$ cat config.mk
export PLATFORM = sky130hd
export DESIGN_NAME = de_pipe_reg
export DESIGN_NICKNAME = d
export VERILOG_FILES = /design/src/rtl/de_pipe_reg.sv
export SDC_FILE = /design/constraint.sdc
export NUM_CORES = 1
export LEC_CHECK = 0
export BUFFER_PORTS_ARGS = -buffer_cell sky130_fd_sc_hd__buf_2
export CAP_MARGIN = 20
export CORE_AREA = 4 4 151 153
export DETAILED_ROUTE_END_ITERATION = 8
export DIE_AREA = 0 0 155 157
export MAX_ROUTING_LAYER = met4
export PLACE_DENSITY = 0.66
export SKIP_CTS_REPAIR_TIMING = 1
export SYNTH_ARGS = -nofsm -noshare
export SYNTH_HDL_FRONTEND = slang
export SYNTH_SLANG_ARGS = --single-unit
$ cat constraint.sdc
create_clock -name clk -period 1.6 [get_ports clk]
set_clock_uncertainty 0.1 [all_clocks]
set_input_delay 0 -clock clk [delete_from_list [all_inputs] [get_ports clk]]
set_output_delay 0 -clock clk [all_outputs]
set_load 0.01 [all_outputs]
$ cat src/rtl/de_pipe_reg.sv
// de_pipe_reg: Decode-to-Execute pipeline register of the 5-stage MIPS core.
// Captures decoded fields and operands and resolves late M/W results at capture time.
// Also inserts bubbles on stall, clears on flush, ages Tnew, counts bubbles and
// keeps a sticky hazard-error flag.
module de_pipe_reg #(
    parameter int PAY_W = 64,
    parameter int CNT_W = 16
) (
    input  logic             clk,
    input  logic             reset,
    input  logic             d_valid,
    input  logic [PAY_W-1:0] d_payload,
    input  logic [4:0]       d_rs_addr,
    input  logic [4:0]       d_rt_addr,
    input  logic [31:0]      d_rs_val,
    input  logic [31:0]      d_rt_val,
    input  logic [4:0]       d_tar,
    input  logic             d_we,
    input  logic [1:0]       d_tnew,
    input  logic             stall,
    input  logic             flush,
    input  logic [4:0]       m_tar,
    input  logic             m_we,
    input  logic [31:0]      m_wd,
    input  logic             m_wd_ok,
    input  logic [4:0]       w_tar,
    input  logic             w_we,
    input  logic [31:0]      w_wd,
    output logic             e_valid,
    output logic [PAY_W-1:0] e_payload,
    output logic [4:0]       e_rs_addr,
    output logic [4:0]       e_rt_addr,
    output logic [31:0]      e_rs_val,
    output logic [31:0]      e_rt_val,
    output logic [4:0]       e_tar,
    output logic             e_we,
    output logic [1:0]       e_tnew,
    output logic [CNT_W-1:0] bubble_cnt,
    output logic             hazard_err
);

    // Tnew counts down by one stage per hop and never goes below zero.
    function automatic logic [1:0] age_tnew(input logic [1:0] t);
        return (t == 2'd0) ? 2'd0 : t - 2'd1;
    endfunction

    // Operand selection: $0 is hardwired, M beats W, otherwise register file.
    function automatic logic [31:0] fwd_operand(
        input logic [4:0]  a,
        input logic [31:0] rf,
        input logic        mwe,
        input logic [4:0]  mtar,
        input logic [31:0] mwd,
        input logic        wwe,
        input logic [4:0]  wtar,
        input logic [31:0] wwd
    );
        if (a == 5'd0)
            return 32'd0;
        else if (mwe && (mtar == a))
            return mwd;
        else if (wwe && (wtar == a))
            return wwd;
        else
            return rf;
    endfunction

    // True when the operand must come from M but M has not produced it yet.
    function automatic logic late_m(
        input logic [4:0] a,
        input logic       mwe,
        input logic [4:0] mtar,
        input logic       mok
    );
        return (a != 5'd0) && mwe && (mtar == a) && !mok;
    endfunction

    logic [31:0]      rs_val_p0;
    logic [31:0]      rt_val_p0;
    logic             haz_p0;

    logic             vld_p1;
    logic [PAY_W-1:0] payload_p1;
    logic [4:0]       rs_addr_p1;
    logic [4:0]       rt_addr_p1;
    logic [31:0]      rs_val_p1;
    logic [31:0]      rt_val_p1;
    logic [4:0]       tar_p1;
    logic             we_p1;
    logic [1:0]       tnew_p1;
    logic [CNT_W-1:0] cnt_p1;
    logic             haz_p1;

    // D side: forwarded operand values and late-M detection, only for real instructions.
    always_comb begin
        rs_val_p0 = 32'd0;
        rt_val_p0 = 32'd0;
        haz_p0    = 1'b0;
        if (d_valid) begin
            rs_val_p0 = fwd_operand(d_rs_addr, d_rs_val, m_we, m_tar, m_wd, w_we, w_tar, w_wd);
            rt_val_p0 = fwd_operand(d_rt_addr, d_rt_val, m_we, m_tar, m_wd, w_we, w_tar, w_wd);
            haz_p0    = late_m(d_rs_addr, m_we, m_tar, m_wd_ok)
                      | late_m(d_rt_addr, m_we, m_tar, m_wd_ok);
        end
    end

    // D -> E register: flush or stall inject a bubble, otherwise load D.
    always_ff @(posedge clk or negedge reset) begin
        if (!reset) begin
            vld_p1     <= 1'b0;
            payload_p1 <= '0;
            rs_addr_p1 <= '0;
            rt_addr_p1 <= '0;
            rs_val_p1  <= '0;
            rt_val_p1  <= '0;
            tar_p1     <= '0;
            we_p1      <= 1'b0;
            tnew_p1    <= '0;
        end else if (flush || stall) begin
            vld_p1     <= 1'b0;
            payload_p1 <= '0;
            rs_addr_p1 <= '0;
            rt_addr_p1 <= '0;
            rs_val_p1  <= '0;
            rt_val_p1  <= '0;
            tar_p1     <= '0;
            we_p1      <= 1'b0;
            tnew_p1    <= '0;
        end else begin
            vld_p1     <= d_valid;
            payload_p1 <= d_payload;
            rs_addr_p1 <= d_rs_addr;
            rt_addr_p1 <= d_rt_addr;
            rs_val_p1  <= rs_val_p0;
            rt_val_p1  <= rt_val_p0;
            tar_p1     <= d_tar;
            we_p1      <= d_we;
            tnew_p1    <= age_tnew(d_tnew);
        end
    end

    // Bubble counter: one count per stalled edge; a flush bubble is not counted.
    always_ff @(posedge clk or negedge reset) begin
        if (!reset)
            cnt_p1 <= '0;
        else if (stall && !flush)
            cnt_p1 <= cnt_p1 + CNT_W'(1);
    end

    // Sticky hazard flag: set when a loaded operand needed M data that was not ready.
    always_ff @(posedge clk or negedge reset) begin
        if (!reset)
            haz_p1 <= 1'b0;
        else if (!flush && !stall && haz_p0)
            haz_p1 <= 1'b1;
    end

    assign e_valid    = vld_p1;
    assign e_payload  = payload_p1;
    assign e_rs_addr  = rs_addr_p1;
    assign e_rt_addr  = rt_addr_p1;
    assign e_rs_val   = rs_val_p1;
    assign e_rt_val   = rt_val_p1;
    assign e_tar      = tar_p1;
    assign e_we       = we_p1;
    assign e_tnew     = tnew_p1;
    assign bubble_cnt = cnt_p1;
    assign hazard_err = haz_p1;

endmodule

==> summary.txt <==
Status = finished with violations
Failing checks = negative hold slack
Final hold slack = -59.55 ps
Pin count of the biggest net entering global routing = 83
Setup violators final = 0
Synthesized Nets = 893
Vias in the first global route = 7442
Switching part of the total = 0.2989
Area of the multi-input gates = 0.002828 mm²
Area after DPL = 0.009948 mm²
Detailed-route via count = 8582
Detailed Route WL = 33560 µm
Final Hold Viols = 19
Root Buffer = clkbuf_16
Mapped Cells = 664
Main area contributors after synthesis = dfrtp_1 57%, a311oi_1 7.7%, and2_1 6.8%
Area share of the leading cell type in the synthesized netlist = 0.5668
Core Area = 0.02155 mm²
Reg2reg start = bubble_cnt[4]
Worst EP arrival = 1770 ps
Uppermost layer routed = met4
Final net count = 1517
Tot GR Track Use = 0.2346
Switching pwr = 3.249 mW
Die height = 157 µm
#FFs+latches synth = 164
Hold WC Path Type = input pin to async pin
Sequential power share = 0.408
Slew HR = 0.5799
First-pass DRT Iterations = 5
Cell area after layout = 0.01274 mm²
Die Width = 155 µm
Drc violations = 0
Number of vias per cell = 5.415
WL/cell = 21.17 µm
Die area = 0.02434 mm²
Clock sink count = 164
Initial antenna violation count = 2
Remaining global-route overflow = 0
Period utilization = 0.9947
Final min period = 1591 ps
Max cap viols = 0
Internal Pwr Total = 7.622 mW
Min setup slack post-route = 8.515 ps
Crit-path max FO = 10
Leakage = 6.209 nW
RR Endpoint = bubble_cnt[15]
Post-route ant nets = 0
Warnings from Yosys = 0
Mean post-synth cell area = 10.90 µm²
Startpoint types = input pin
Synthesized area = 0.007241 mm²
Reg area = 0.004106 mm²
Initial Util = 0.3359
PortBufs = 391
Most area-hungry cell type in the Yosys netlist = dfrtp_1
Dpl ws = -109.9 ps
Gpl congestion = 0.8859
CTS Buf Count = 17
Met2 wire len = 16940 µm
Layout filler cell count = 1744
Clk_lat worst skew = 430 ps
Power Density = 853.4 mW/mm²
Peak supply drop = 606.3 µV
FF-to-FF path depth = 4
Achievable Freq = 628.3 MHz
Clock Power Share = 0.377
Detail Placement HPWL = 21260 µm
Comb pwr share = 0.214
Met3 WL post-DR = 3327 µm
Layout cells sized above 1 = 0.3889
First-pass GRT wire length = 42150 µm
CTS max path bufs = 2
Number of distinct library cells after synthesis = 32
CP Capture Type = flop
Critical Path RT = 1770 ps
Kind of critical path = input pin to flop
Row count = 54
Flop2flop setup slack = 60 ps
Area grow syn2layout = 75.95%
Initial drt markers = 683
Reg clk slew, reported paths = 70 ps
Worst-Margin Slew = 630.2 ps
Fin. max-slew vios = 0
I/O pins = 392
TritonCTS clock tree = built
Metal-1 WL = 11830 µm
Sequential area share after synthesis = 0.5668
H-Tree Level Count = 4
kinds of logic (layout without fill, tap and decap cells):
logic type,after synthesis,in the layout,share of synthesized area
AND/OR/NAND/NOR,268,268,0.2174
flip-flops,164,164,0.5668
AO/OA/AOI/OAI,129,129,0.1230
buffers and inverters,67,704,0.04769
XOR/XNOR,35,35,0.04337
adder cells (fa/ha/maj),1,1,0.001728
other,0,4,0
stage by stage:
stage | total power, mW | utilization | hold WS (ps) | instances | setup TNS (ps)
detailed placement | 6.381 | 0.4616 | -158.7 | 1333 | -2422
CTS | 10.51 | 0.4893 | -620.3 | 1365 | 0
global route | 11.32 | 0.5909 | -40.70 | 1583 | -77.27
floorplan | 5.238 | - | -395.6 | 664 | 0
global placement | 6.354 | 0.4616 | -165.8 | 1333 | -1157
finish | 10.87 | 0.5911 | -59.55 | 1585 | 0
flip-flops by register name, summed over array words and instances, names as in the netlist:
register / count
e_payload: 64
e_rs_val: 32
e_rt_val: 32
bubble_cnt: 16
e_rs_addr: 5
e_rt_addr: 5
e_tar: 5
e_tnew: 2
e_valid: 1
e_we: 1
hazard_err: 1
power groups by stage:
stage | sequential, mW | combinational (mW) | clock, mW
6_report | 4.44 | 2.33 | 4.10
5_1_grt | 4.46 | 2.47 | 4.39
4_1_cts | 4.44 | 1.87 | 4.20
3_5_place_dp | 4.52 | 1.86 | 0
3_3_place_gp | 4.51 | 1.84 | 0
2_1_floorplan | 4.66 | 0.579 | 0
Yosys cell counts:
master and number:
nand4_1 72, o21ai_1 41, nand3_1 3, and3_1 1, nor3_1 67, nand2b_1 1
nor2b_1 1, nor3b_1 1, nand2_1 14, ha_1 1, inv_1 1, clkbuf_1 36
or2_1 2, a221o_1 1, a311oi_1 64, or3_1 1, buf_6 9, or4_4 2
nor3b_2 1, or4_1 3, xnor2_2 1, xnor2_1 21, dfrtp_1 164, and2_2 1
or2_2 2, nor4_4 2, buf_2 21, xor2_1 13, o21ai_0 23, and2_1 79
nor2_1 14, nand4b_1 1
placed cells by master, fill, tap and decap left out, types with 4 or more instances in the layout:
master,count
a311oi_1,64
and2_1,79
buf_12,19
buf_2,390
buf_4,45
clkbuf_16,17
clkinv_8,4
dfrtp_1,162
diode_2,4
dlygate4sd3_1,216
nand2_1,14
nand4_1,72
nor2_1,10
nor3_1,66
o21ai_0,23
o21ai_1,41
xnor2_1,20
xor2_1,13
worst max path at each step:
| stage | cells after the start | startpoint | slack (ps) | end |
|---|---|---|---|---|
| 2_1_floorplan | 4 | bubble_cnt[5] | 2 | bubble_cnt[15] |
| 3_3_place_gp | 6 | d_rt_addr[2] | -70 | e_rt_val[18] |
| 3_5_place_dp | 6 | d_rt_addr[2] | -110 | e_rt_val[17] |
| 4_1_cts | 4 | bubble_cnt[4] | 10 | bubble_cnt[13] |
| 5_1_grt | 6 | d_valid | -80 | e_rs_val[24] |
| 6_report | 6 | d_valid | 9 | e_rs_val[24] |
critical path, cell delays in order:
cell and delay [ps]:
buf_2 70, dlygate4sd3_1 540, nand2_1 200, or2_2 410, buf_12 160, a311oi_1 380
area by class of cell:
| class | instances | area share |
|---|---|---|
| Timing Repair Buffer | 671 | 0.3802 |
| Sequential cell | 164 | 0.3223 |
| Inverter | 1 | 0.0002946 |
| Clock inverter | 14 | 0.01247 |
| Clock buffer | 18 | 0.03447 |
| Antenna cell | 4 | 0.0007857 |
| Tap cell | 280 | 0.02750 |
| Multi-Input combinational cell | 433 | 0.2220 |
metal layers:
metal | GRT usage | vias up
li1 | - | 3717
met1 | 0.2776 | 4005
met2 | 0.3889 | 714
met3 | 0.05169 | 146
met4 | 0.09798 | 0
met5 | - | -
(Power assumes the default switching activity.)
